File: src/rtl/collision_scanner_if.sv
// Handshake and result bundle between the object-position registers,
// the collision scanner and the game-logic FSM.
interface collision_scanner_if #(
    parameter int N_ENEMIES = 4,
    parameter int COORD_W   = 10,
    parameter int IDX_W     = 2
);
    logic                             start;
    logic [2*COORD_W-1:0]             position;
    logic [N_ENEMIES*2*COORD_W-1:0]   e_positions;
    logic [N_ENEMIES-1:0]             e_valid;
    logic                             busy;
    logic                             done;
    logic [N_ENEMIES-1:0]             hit_mask;
    logic                             hit_any;
    logic [IDX_W-1:0]                 hit_index;
    logic [2:0]                       enemyCollide;

    modport master (
        output start, position, e_positions, e_valid,
        input  busy, done, hit_mask, hit_any, hit_index, enemyCollide
    );

    modport slave (
        input  start, position, e_positions, e_valid,
        output busy, done, hit_mask, hit_any, hit_index, enemyCollide
    );
endinterface

File: src/rtl/collision_scanner.sv
// Player-vs-enemies box collision scanner, one enemy slot per clock.
// Snapshots inputs on start, reports a registered result set with done.
module collision_scanner #(
    parameter int N_ENEMIES = 4,
    parameter int COORD_W   = 10,
    parameter int HIT_W     = 16,
    parameter int HIT_H     = 19,
    parameter int IDX_W     = 2
) (
    input  logic                 clk,
    input  logic                 rst_n,
    collision_scanner_if.slave   bus
);
    localparam int CW2 = 2 * COORD_W;
    localparam int DW  = COORD_W + 1;
    localparam logic [DW-1:0]    LIM_X = DW'(HIT_W);
    localparam logic [DW-1:0]    LIM_Y = DW'(HIT_H);
    localparam logic [IDX_W-1:0] LAST  = IDX_W'(N_ENEMIES - 1);

    typedef enum logic [1:0] {
        S_IDLE,
        S_SCAN,
        S_DONE
    } state_t;

    state_t                     state_q;
    logic [IDX_W-1:0]           cnt_q;
    logic [CW2-1:0]             pos_q;
    logic [N_ENEMIES*CW2-1:0]   epos_q;
    logic [N_ENEMIES-1:0]       eval_q;
    logic [N_ENEMIES-1:0]       wmask_q;
    logic [IDX_W-1:0]           widx_q;
    logic [2:0]                 wdir_q;
    logic                       busy_q;
    logic                       done_q;
    logic [N_ENEMIES-1:0]       mask_q;
    logic                       any_q;
    logic [IDX_W-1:0]           idx_q;
    logic [2:0]                 dir_q;

    logic [CW2-1:0]             sel_e;
    logic signed [DW-1:0]       dx;
    logic signed [DW-1:0]       dy;
    logic [DW-1:0]              adx;
    logic [DW-1:0]              ady;
    logic [DW-1:0]              ph;
    logic [DW-1:0]              pv;
    logic                       hit_d;
    logic [2:0]                 dir_d;

    // Distance and direction for the snapshot enemy selected by cnt_q
    always_comb begin
        sel_e = epos_q[int'(cnt_q)*CW2 +: CW2];
        dx = $signed({1'b0, sel_e[CW2-1:COORD_W]})
           - $signed({1'b0, pos_q[CW2-1:COORD_W]});
        dy = $signed({1'b0, sel_e[COORD_W-1:0]})
           - $signed({1'b0, pos_q[COORD_W-1:0]});
        adx = dx[DW-1] ? -dx : dx;
        ady = dy[DW-1] ? -dy : dy;
        ph = LIM_X - adx;
        pv = LIM_Y - ady;
        hit_d = eval_q[cnt_q] && (adx <= LIM_X) && (ady <= LIM_Y);
        dir_d = 3'd0;
        // A dead-centre overlap always reports down
        if (dx == '0 && dy == '0) begin
            dir_d = 3'd2;
        end else if (pv <= ph) begin
            dir_d = dy[DW-1] ? 3'd1 : 3'd2;
        end else begin
            dir_d = dx[DW-1] ? 3'd3 : 3'd4;
        end
    end

    // Scan FSM: snapshot, walk the slots, publish results with a done pulse
    always_ff @(posedge clk or negedge rst_n) begin
        if (!rst_n) begin
            state_q <= S_IDLE;
            cnt_q   <= '0;
            pos_q   <= '0;
            epos_q  <= '0;
            eval_q  <= '0;
            wmask_q <= '0;
            widx_q  <= '0;
            wdir_q  <= '0;
            busy_q  <= 1'b0;
            done_q  <= 1'b0;
            mask_q  <= '0;
            any_q   <= 1'b0;
            idx_q   <= '0;
            dir_q   <= '0;
        end else begin
            unique case (state_q)
                S_IDLE: begin
                    done_q <= 1'b0;
                    if (bus.start) begin
                        pos_q   <= bus.position;
                        epos_q  <= bus.e_positions;
                        eval_q  <= bus.e_valid;
                        wmask_q <= '0;
                        widx_q  <= '0;
                        wdir_q  <= '0;
                        cnt_q   <= '0;
                        busy_q  <= 1'b1;
                        state_q <= S_SCAN;
                    end
                end
                S_SCAN: begin
                    if (hit_d) begin
                        wmask_q[cnt_q] <= 1'b1;
                        // Only the first hit of the scan owns index/direction
                        if (wmask_q == '0) begin
                            widx_q <= cnt_q;
                            wdir_q <= dir_d;
                        end
                    end
                    if (cnt_q == LAST) begin
                        state_q <= S_DONE;
                    end else begin
                        cnt_q <= cnt_q + 1'b1;
                    end
                end
                S_DONE: begin
                    mask_q  <= wmask_q;
                    any_q   <= |wmask_q;
                    idx_q   <= widx_q;
                    dir_q   <= wdir_q;
                    done_q  <= 1'b1;
                    busy_q  <= 1'b0;
                    state_q <= S_IDLE;
                end
                default: begin
                    state_q <= S_IDLE;
                end
            endcase
        end
    end

    assign bus.busy         = busy_q;
    assign bus.done         = done_q;
    assign bus.hit_mask     = mask_q;
    assign bus.hit_any      = any_q;
    assign bus.hit_index    = idx_q;
    assign bus.enemyCollide = dir_q;

endmodule

File: src/flat_wrapper.sv
// flat-port wrapper written by rule: the top's interface ports become plain ports
module collision_scanner_flat 
#(
    parameter int N_ENEMIES = 4,
    parameter int COORD_W   = 10,
    parameter int HIT_W     = 16,
    parameter int HIT_H     = 19,
    parameter int IDX_W     = 2
)
  (clk, rst_n, bus_start, bus_position, bus_e_positions, bus_e_valid, bus_busy, bus_done, bus_hit_mask, bus_hit_any, bus_hit_index, bus_enemyCollide);
  collision_scanner_if #(.N_ENEMIES(N_ENEMIES), .COORD_W(COORD_W), .IDX_W(IDX_W)) bus_i ();
  input  logic clk;
  input  logic rst_n;
  input wire logic [$bits(bus_i.start)-1:0] bus_start;
  input wire logic [$bits(bus_i.position)-1:0] bus_position;
  input wire logic [$bits(bus_i.e_positions)-1:0] bus_e_positions;
  input wire logic [$bits(bus_i.e_valid)-1:0] bus_e_valid;
  output wire logic [$bits(bus_i.busy)-1:0] bus_busy;
  output wire logic [$bits(bus_i.done)-1:0] bus_done;
  output wire logic [$bits(bus_i.hit_mask)-1:0] bus_hit_mask;
  output wire logic [$bits(bus_i.hit_any)-1:0] bus_hit_any;
  output wire logic [$bits(bus_i.hit_index)-1:0] bus_hit_index;
  output wire logic [$bits(bus_i.enemyCollide)-1:0] bus_enemyCollide;
  assign bus_i.start = bus_start;
  assign bus_i.position = bus_position;
  assign bus_i.e_positions = bus_e_positions;
  assign bus_i.e_valid = bus_e_valid;
  assign bus_busy = bus_i.busy;
  assign bus_done = bus_i.done;
  assign bus_hit_mask = bus_i.hit_mask;
  assign bus_hit_any = bus_i.hit_any;
  assign bus_hit_index = bus_i.hit_index;
  assign bus_enemyCollide = bus_i.enemyCollide;
  collision_scanner #(.N_ENEMIES(N_ENEMIES), .COORD_W(COORD_W), .HIT_W(HIT_W), .HIT_H(HIT_H), .IDX_W(IDX_W)) u_core (.clk(clk), .rst_n(rst_n), .bus(bus_i));
endmodule
File: config.mk
export PLATFORM = sky130hd
export DESIGN_NAME = collision_scanner_flat
export DESIGN_NICKNAME = d
export VERILOG_FILES = /design/src/rtl/collision_scanner_if.sv /design/src/rtl/collision_scanner.sv /design/src/flat_wrapper.sv
export SDC_FILE = /design/constraint.sdc
export NUM_CORES = 1
export LEC_CHECK = 0
export BUFFER_PORTS_ARGS = -buffer_cell sky130_fd_sc_hd__buf_2
export CAP_MARGIN = 20
export CORE_UTILIZATION = 25
export CTS_CLUSTER_DIAMETER = 150
export DETAILED_ROUTE_END_ITERATION = 6
export PLACE_DENSITY_LB_ADDON = 0.12
export RECOVER_POWER = 25
export SLEW_MARGIN = 20
export SYNTH_ARGS = -nofsm -noshare
export SYNTH_HDL_FRONTEND = slang
export SYNTH_SLANG_ARGS = --single-unit
File: constraint.sdc
create_clock -name clk -period 13.9 [get_ports clk]
set_clock_uncertainty 0.05 [all_clocks]
set_input_delay 2.085 -clock clk [delete_from_list [all_inputs] [get_ports clk]]
set_output_delay 2.085 -clock clk [all_outputs]
set_load 0.02 [all_outputs]
==> results.json, run 1 <==
{
  "status": "finished, violations left",
  "violations": "capacitance limit, slew limit",
  "syn_nets": 848,
  "synth_flop_cell": "dfrtp_1",
  "startpoint_type": "flop",
  "fp.dieW_um": 179,
  "first_pass_iters": 7,
  "final-setup-viol-count": 0,
  "ys_ff_latch": 129,
  "ys_seq_area_frac": 0.413,
  "grt_use_total": 0.138,
  "antenna_left": 0,
  "area_growth_syn_to_layout_pct": 20.2,
  "critPathBufInv": 4,
  "syn_inst": 701,
  "yosysWarnings": 0,
  "cts_made_buffers": 17,
  "post-cts-setup-buffer-count": 0,
  "cts_buffer_depth": 2,
  "slew_violations": 88,
  "slowest_stage": "dfrtp_1",
  "yosysUniqueCellTypes": 73,
  "setup_tns_ns": 0,
  "die_h_um": 179,
  "die_area_sq_mm": 0.0320,
  "core_sq_mm": 0.0307,
  "syn_area_per_cell_sq_um": 11.1,
  "hold_depth": 2,
  "port_buffers": 118,
  "synth_edf_count": 0,
  "reg2reg_slack_ns": 7.05,
  "wl_per_cell_um": 17.0,
  "grt_pass1_wl_um": 33500,
  "grt_max_degree": 79,
  "tightest_slew_ns": 3.40,
  "ios": 119,
  "crit_fanout": 26,
  "synthArstFlopShare": 1.00,
  "clock_latency_ns": 0.42,
  "wl_um": 20700,
  "final_hold_viol_count": 0,
  "clkTransAtPathRegs_ns": 0.06,
  "crit_family": "compound AO/OA/AOI/OAI gates",
  "initial_core_util": 0.255,
  "routed_via_density": 4.69,
  "overflow": 0,
  "finalCriticalPeriod_ns": 6.85,
  "cts_hold_buf": 0,
  "cts_resized": 0,
  "drv_cap": 2,
  "relSlewSlack": -1.27,
  "cts_tree": "done",
  "clock_sinks": 129,
  "hpwl_um": 15500,
  "fillers": 3180,
  "nNetsFinal": 958,
  "critPathArrivalTime_ns": 7.11,
  "crit_chain": "mux4_2 > inv_1 > ha_1 > inv_1 > fa_1 > a21o_1 > a22o_1 > a31oi_1 > buf_4 > nand2_1 > xnor2_1 > inv_1 > ha_1 > o211ai_1 > a21oi_1 > o22a_1 > o22ai_1 > xnor2_1 > ha_1 > a2111oi_0 > a21oi_1 > mux2i_1 > and3_1 > a22o_1",
  "htree_levels": 4,
  "critical-path-max-stage-delay_ns": 1.42,
  "multi_input_area_sq_mm": 0.00431,
  "vias": 5729,
  "gp_congestion": 0.765,
  "cp_num_cells": 24,
  "critPathRequiredTime_ns": 14.16,
  "rsz0062_at_grt": "false",
  "root_buffer": "clkbuf_16",
  "antenna_found_initial": 0,
  "hp-class": "reg -> reg",
  "grt_pass1_vias": 5992,
  "drive_gt1_frac": 0.343,
  "drt_iter0_markers": 285,
  "synth_area_sq_mm": 0.00781,
  "fin_crit_sh": 0.493,
  "reg2reg_depth": 24,
  "worst_setup_path_end_kind": "flop",
  "drc": 0,
  "timing_worst_setup_path_type": "reg -> reg",
  "regArea_sq_mm": 0.00323,
  "num_rows": 64,
  "clock.fmax_ghz": 0.146
}
sequential cells by signal (all words and copies together), names as in the netlist:
register / flops
u_core.bus.done: 1
u_core.cnt_q: 2
u_core.widx_q: 2
u_core.wmask_q: 4
u_core.bus.hit_any: 1
u_core.epos_q: 80
u_core.bus.busy: 1
u_core.pos_q: 20
u_core.state_q: 2
u_core.bus.hit_index: 2
u_core.bus.enemyCollide: 3
u_core.bus.hit_mask: 4
u_core.wdir_q: 3
u_core.eval_q: 4
logic make-up after synthesis:
group | count (synthesis) | synth area share
xor+xnor | 42 | 0.0471
simple gates | 150 | 0.0994
mux | 120 | 0.203
flops | 129 | 0.413
buf+inv | 68 | 0.0357
compound gates | 152 | 0.136
fa+ha+maj | 40 | 0.0660
through the flow:
step / util / instance area [sq um] / hold slack, ns / instances / setup slack, ns
after floorplan: - / 7820 / 0.419 / 701 / 7.76
after global placement: 0.287 / 8810 / 0.410 / 1188 / 7.54
after detailed placement: 0.287 / 8810 / 0.421 / 1188 / 7.45
after CTS: 0.307 / 9400 / 0.435 / 1220 / 7.45
after global routing: 0.306 / 9390 / 0.459 / 1220 / 6.28
final: 0.306 / 9390 / 0.428 / 1221 / 7.05
placed cells by master, fill, tap and decap left out, types with 6 or more instances in the layout:
cell       netlist  final
dfrtp_1        129    129
buf_2            1    117
mux2_2          96     96
nand2_1         47     47
o21ai_0         39     39
ha_1            38     38
inv_1           35     35
nor2_1          28     28
a21oi_1         28     28
xnor2_1         24     24
mux4_2          21     21
xor2_1          18     18
clkbuf_16        0     17
a21o_1          10     10
nand3_1         10     10
nor2b_1          9      9
a22o_1           9      9
and2_1           7      7
and3_1           7      7
nand2b_1         7      7
o21a_1           6      6
a31oi_1          6      6
nand4_1          6      6
buf_4            0      6
worst paths after layout:
| kind | from | to |
|---|---|---|
| min in group asynchronous | rst_n | u_core.epos_q[64]$_DFFE_PN0P_ |
| hold / removal | u_core.bus.hit_any$_DFFE_PN0P_ | u_core.bus.hit_any$_DFFE_PN0P_ |
| max in group asynchronous | rst_n | u_core.bus.enemyCollide[1]$_DFFE_PN0P_ |
| hold reg to reg | u_core.bus.hit_any$_DFFE_PN0P_ | u_core.bus.hit_any$_DFFE_PN0P_ |
| setup reg to reg | u_core.cnt_q[0]$_DFFE_PN0P_ | u_core.wdir_q[0]$_DFFE_PN0P_ |
| setup / recovery | u_core.cnt_q[0]$_DFFE_PN0P_ | u_core.wdir_q[0]$_DFFE_PN0P_ |
cells in the mapped netlist (all sizes together), types with 3 or more instances:
cell	count	share of area
xnor2	24	0.027
and2	9	0.0077
o211ai	3	0.0029
a221oi	4	0.0045
mux2	96	0.14
nor2b	9	0.0072
clkbuf	25	0.012
inv	35	0.017
mux2i	3	0.0038
o21ai	40	0.026
or3	3	0.0026
o211a	3	0.0038
xor2	18	0.020
dfrtp	129	0.41
nor3b	4	0.0038
buf	8	0.0069
o21bai	4	0.0038
o2111ai	5	0.0056
mux4	21	0.061
and3	7	0.0056
nand2	47	0.023
o21a	6	0.0058
nor4	5	0.0040
nor3	6	0.0053
nand2b	7	0.0056
nand3	11	0.0077
nor2	28	0.013
o311ai	3	0.0034
a211oi	3	0.0029
a21o	11	0.011
nand4	6	0.0048
a31oi	6	0.0048
ha	38	0.061
a21oi	28	0.018
a22o	9	0.010
o31ai	6	0.0075
worst reg2reg max path, stage by stage (launching register included):
cell	delay, ns
dfrtp_1	1.42
mux4_2	0.65
inv_1	0.08
ha_1	0.17
inv_1	0.06
fa_1	0.51
a21o_1	0.24
a22o_1	0.23
a31oi_1	0.17
buf_4	0.21
nand2_1	0.09
xnor2_1	0.21
inv_1	0.07
ha_1	0.23
o211ai_1	0.33
a21oi_1	0.07
o22a_1	0.18
o22ai_1	0.16
xnor2_1	0.10
ha_1	0.34
a2111oi_0	0.44
a21oi_1	0.22
mux2i_1	0.15
and3_1	0.20
a22o_1	0.17
routing by layer:
layer / global-route usage / wire (um)
met1: 0.189 / 10100
met2: 0.219 / 9660
met3: 0.0250 / 638
met4: 0.0403 / 286
met5: 0 / 0
final cells by class:
type                       count  share of cell area
antenna                        1            0.000266
clock buffer                  20              0.0486
clock inverter                12              0.0141
inverter                      35              0.0140
multi-input combinational    504               0.459
sequential                   129               0.344
tap                          396              0.0527
timing repair buffer         124              0.0675
Power of run 1 is not shown: default switching activity piles up to over one toggle a cycle in this logic, so the estimate is an artifact.
==> run 2, diff against run 1 <==
--- a/config.mk
+++ b/config.mk
@@ -5,6 +5,7 @@
 export SDC_FILE = /design/constraint.sdc
 export NUM_CORES = 1
 export LEC_CHECK = 0
+export ABC_AREA = 1
 export BUFFER_PORTS_ARGS = -buffer_cell sky130_fd_sc_hd__buf_2
 export CAP_MARGIN = 20
 export CORE_UTILIZATION = 25
==> constraint.sdc (replaced) <==
create_clock -name clk -period 6.7 [get_ports clk]
set_clock_uncertainty 0.05 [all_clocks]
set_input_delay 1.005 -clock clk [delete_from_list [all_inputs] [get_ports clk]]
set_output_delay 1.005 -clock clk [all_outputs]
set_load 0.02 [all_outputs]
==> results.json, run 2 <==
{
  "critPathRequiredTime_ns": 7.01,
  "synth_mux_area_frac": 0,
  "synth_top_cell_by_area": "dfrtp_1",
  "crit_top_cell": "nand2_1",
  "cts_made_buffers": 17,
  "clock_latency_ns": 0.42,
  "finalCriticalPeriod_ns": 5.50,
  "fp.dieW_um": 181,
  "fillers": 3419,
  "ys_seq_area_frac": 0.405,
  "overflow": 0,
  "critical-path-max-stage-delay_ns": 0.79,
  "cts_hold_buf": 0,
  "vias": 7210,
  "ios": 119,
  "top_regs": "u_core.epos_q (80), u_core.pos_q (20)",
  "largest_register_ffs": 80,
  "wl_um": 23000,
  "synth_top_family_by_area": "simple AND/OR/NAND/NOR gates",
  "routed_via_density": 4.40,
  "htree_levels": 4,
  "final_cell_mix": "481 x nand2_1, 129 x dfrtp_1, 117 x buf_2, 87 x nor2_1, 85 x inv_1",
  "synth_area_sq_mm": 0.00797,
  "cts_buffer_depth": 2,
  "core_sq_mm": 0.0310,
  "area_growth_syn_to_layout_pct": 19.9,
  "antenna_found_initial": 0,
  "synth_flop_cell": "dfrtp_1",
  "fin_crit_sh": 0.821,
  "yosys.area_share.xor_xnor": 0.0209,
  "hpwl_um": 17000,
  "clock_sinks": 129,
  "final_common_cell": "nand2_1",
  "first_pass_iters": 5,
  "wl_per_cell_um": 14.0,
  "syn_area_per_cell_sq_um": 7.07,
  "num_rows": 64,
  "clock.fmax_ghz": 0.182,
  "setup_tns_ns": 0,
  "critPathBufInv": 6,
  "regArea_sq_mm": 0.00323,
  "drc": 0,
  "synth.top_cell.area_share": 0.405,
  "yosysMostFrequentCell": "nand2_1",
  "initial_core_util": 0.257,
  "ys_top_cells_by_count": "481 x nand2_1, 129 x dfrtp_1, 87 x nor2_1, 85 x inv_1, 70 x o21ai_0",
  "grt_use_total": 0.147,
  "clkTransAtPathRegs_ns": 0.06,
  "drive_gt1_frac": 0.163,
  "grt_max_degree": 88,
  "grt_pass1_vias": 7198,
  "crit_family": "simple AND/OR/NAND/NOR gates",
  "violations": "capacitance limit, slew limit",
  "die_area_sq_mm": 0.0326,
  "ys_ff_latch": 129,
  "multi_input_area_sq_mm": 0.00419,
  "relSlewSlack": -1.44,
  "die_h_um": 181,
  "synthSimpleGateAreaFrac": 0.351,
  "grt_pass1_wl_um": 37700,
  "worst_setup_path_end_kind": "flop",
  "yosysWarnings": 0,
  "hp-class": "reg -> reg",
  "yosys.area_share.adder": 0.0647,
  "timing_worst_setup_path_type": "reg -> reg",
  "synth_compound_area_frac": 0.0894,
  "critPathArrivalTime_ns": 5.81,
  "finalInstanceArea_sq_mm": 0.00955,
  "status": "finished, violations left",
  "syn_inst": 1127,
  "slowest_stage": "dfrtp_1",
  "regMostFlops": "u_core.epos_q",
  "root_buffer": "clkbuf_16",
  "cts_tree": "done",
  "antenna_left": 0,
  "gp_congestion": 0.777,
  "final_hold_viol_count": 0,
  "port_buffers": 118,
  "synthArstFlopShare": 1.00,
  "startpoint_type": "flop",
  "syn_nets": 1274,
  "ys_top_cells_by_area": "dfrtp_1 41%, nand2_1 23%, ha_1 6.0%",
  "tightest_slew_ns": 3.66,
  "synth_edf_count": 0,
  "placed_area_sq_mm": 0.00893,
  "drv_cap": 1,
  "slew_violations": 65,
  "crit_fanout": 23,
  "n_antenna_cell": 0,
  "drt_iter0_markers": 406,
  "final-setup-viol-count": 0,
  "post-cts-setup-buffer-count": 0,
  "nNetsFinal": 1377,
  "cts_resized": 0,
  "yosysUniqueCellTypes": 40,
  "rsz0062_at_grt": "false"
}
## run 2: final timing paths
kind	from	to	slack (ns)	depth (start not counted)
setup / recovery	u_core.cnt_q[1]$_DFFE_PN0P_	u_core.wdir_q[0]$_DFFE_PN0P_	1.20	29
hold / removal	u_core.bus.busy$_DFFE_PN0P_	u_core.bus.busy$_DFFE_PN0P_	0.42	2
setup reg to reg	u_core.cnt_q[1]$_DFFE_PN0P_	u_core.wdir_q[0]$_DFFE_PN0P_	1.20	29
hold reg to reg	u_core.bus.busy$_DFFE_PN0P_	u_core.bus.busy$_DFFE_PN0P_	0.42	2
max in group asynchronous	rst_n	u_core.epos_q[1]$_DFFE_PN0P_	2.44	2
min in group asynchronous	rst_n	u_core.bus.hit_index[1]$_DFFE_PN0P_	1.77	1
## run 2: tightest hold or removal path, stage by stage, from the launching register on
cell and delay [ns]:
dfrtp_1 0.34, nand2_1 0.06, nand2_1 0.04
## run 2: metrics by stage
step	cells	hold WS [ns]	setup WS (ns)	utilization
5_1_grt	1639	0.444	0.510	0.308
3_3_place_gp	1607	0.405	1.29	0.288
3_5_place_dp	1607	0.411	1.17	0.288
4_1_cts	1639	0.427	1.15	0.308
2_1_floorplan	1127	0.392	2.24	-
6_report	1639	0.418	1.20	0.308
## run 2: cell families (layout without fill, tap and decap cells)
family | count (synthesis) | in the layout
AND/OR/NAND/NOR | 674 | 674
buffers and inverters | 140 | 256
XOR/XNOR | 19 | 19
AO/OA/AOI/OAI | 125 | 125
adder cells (fa/ha/maj) | 40 | 40
flip-flops | 129 | 129
## run 2: cell type report
type | count | share of cell area
Multi-Input combinational cell | 858 | 0.438
Sequential cell | 129 | 0.338
Timing Repair Buffer | 125 | 0.0672
Tap cell | 396 | 0.0519
Clock buffer | 19 | 0.0474
Inverter | 99 | 0.0390
Clock inverter | 13 | 0.0183
## run 2: routing by layer
layer | up-vias | global-route usage | wire (um) | part of all wire
met4 | 0 | 0.0448 | 307 | 0.013
met5 | - | 0 | 0 | 0
li1 | 3772 | - | - | -
met1 | 3296 | 0.216 | 12300 | 0.54
met2 | 122 | 0.222 | 9760 | 0.42
met3 | 20 | 0.0180 | 608 | 0.026
Power of run 2 is left out for the same reason.
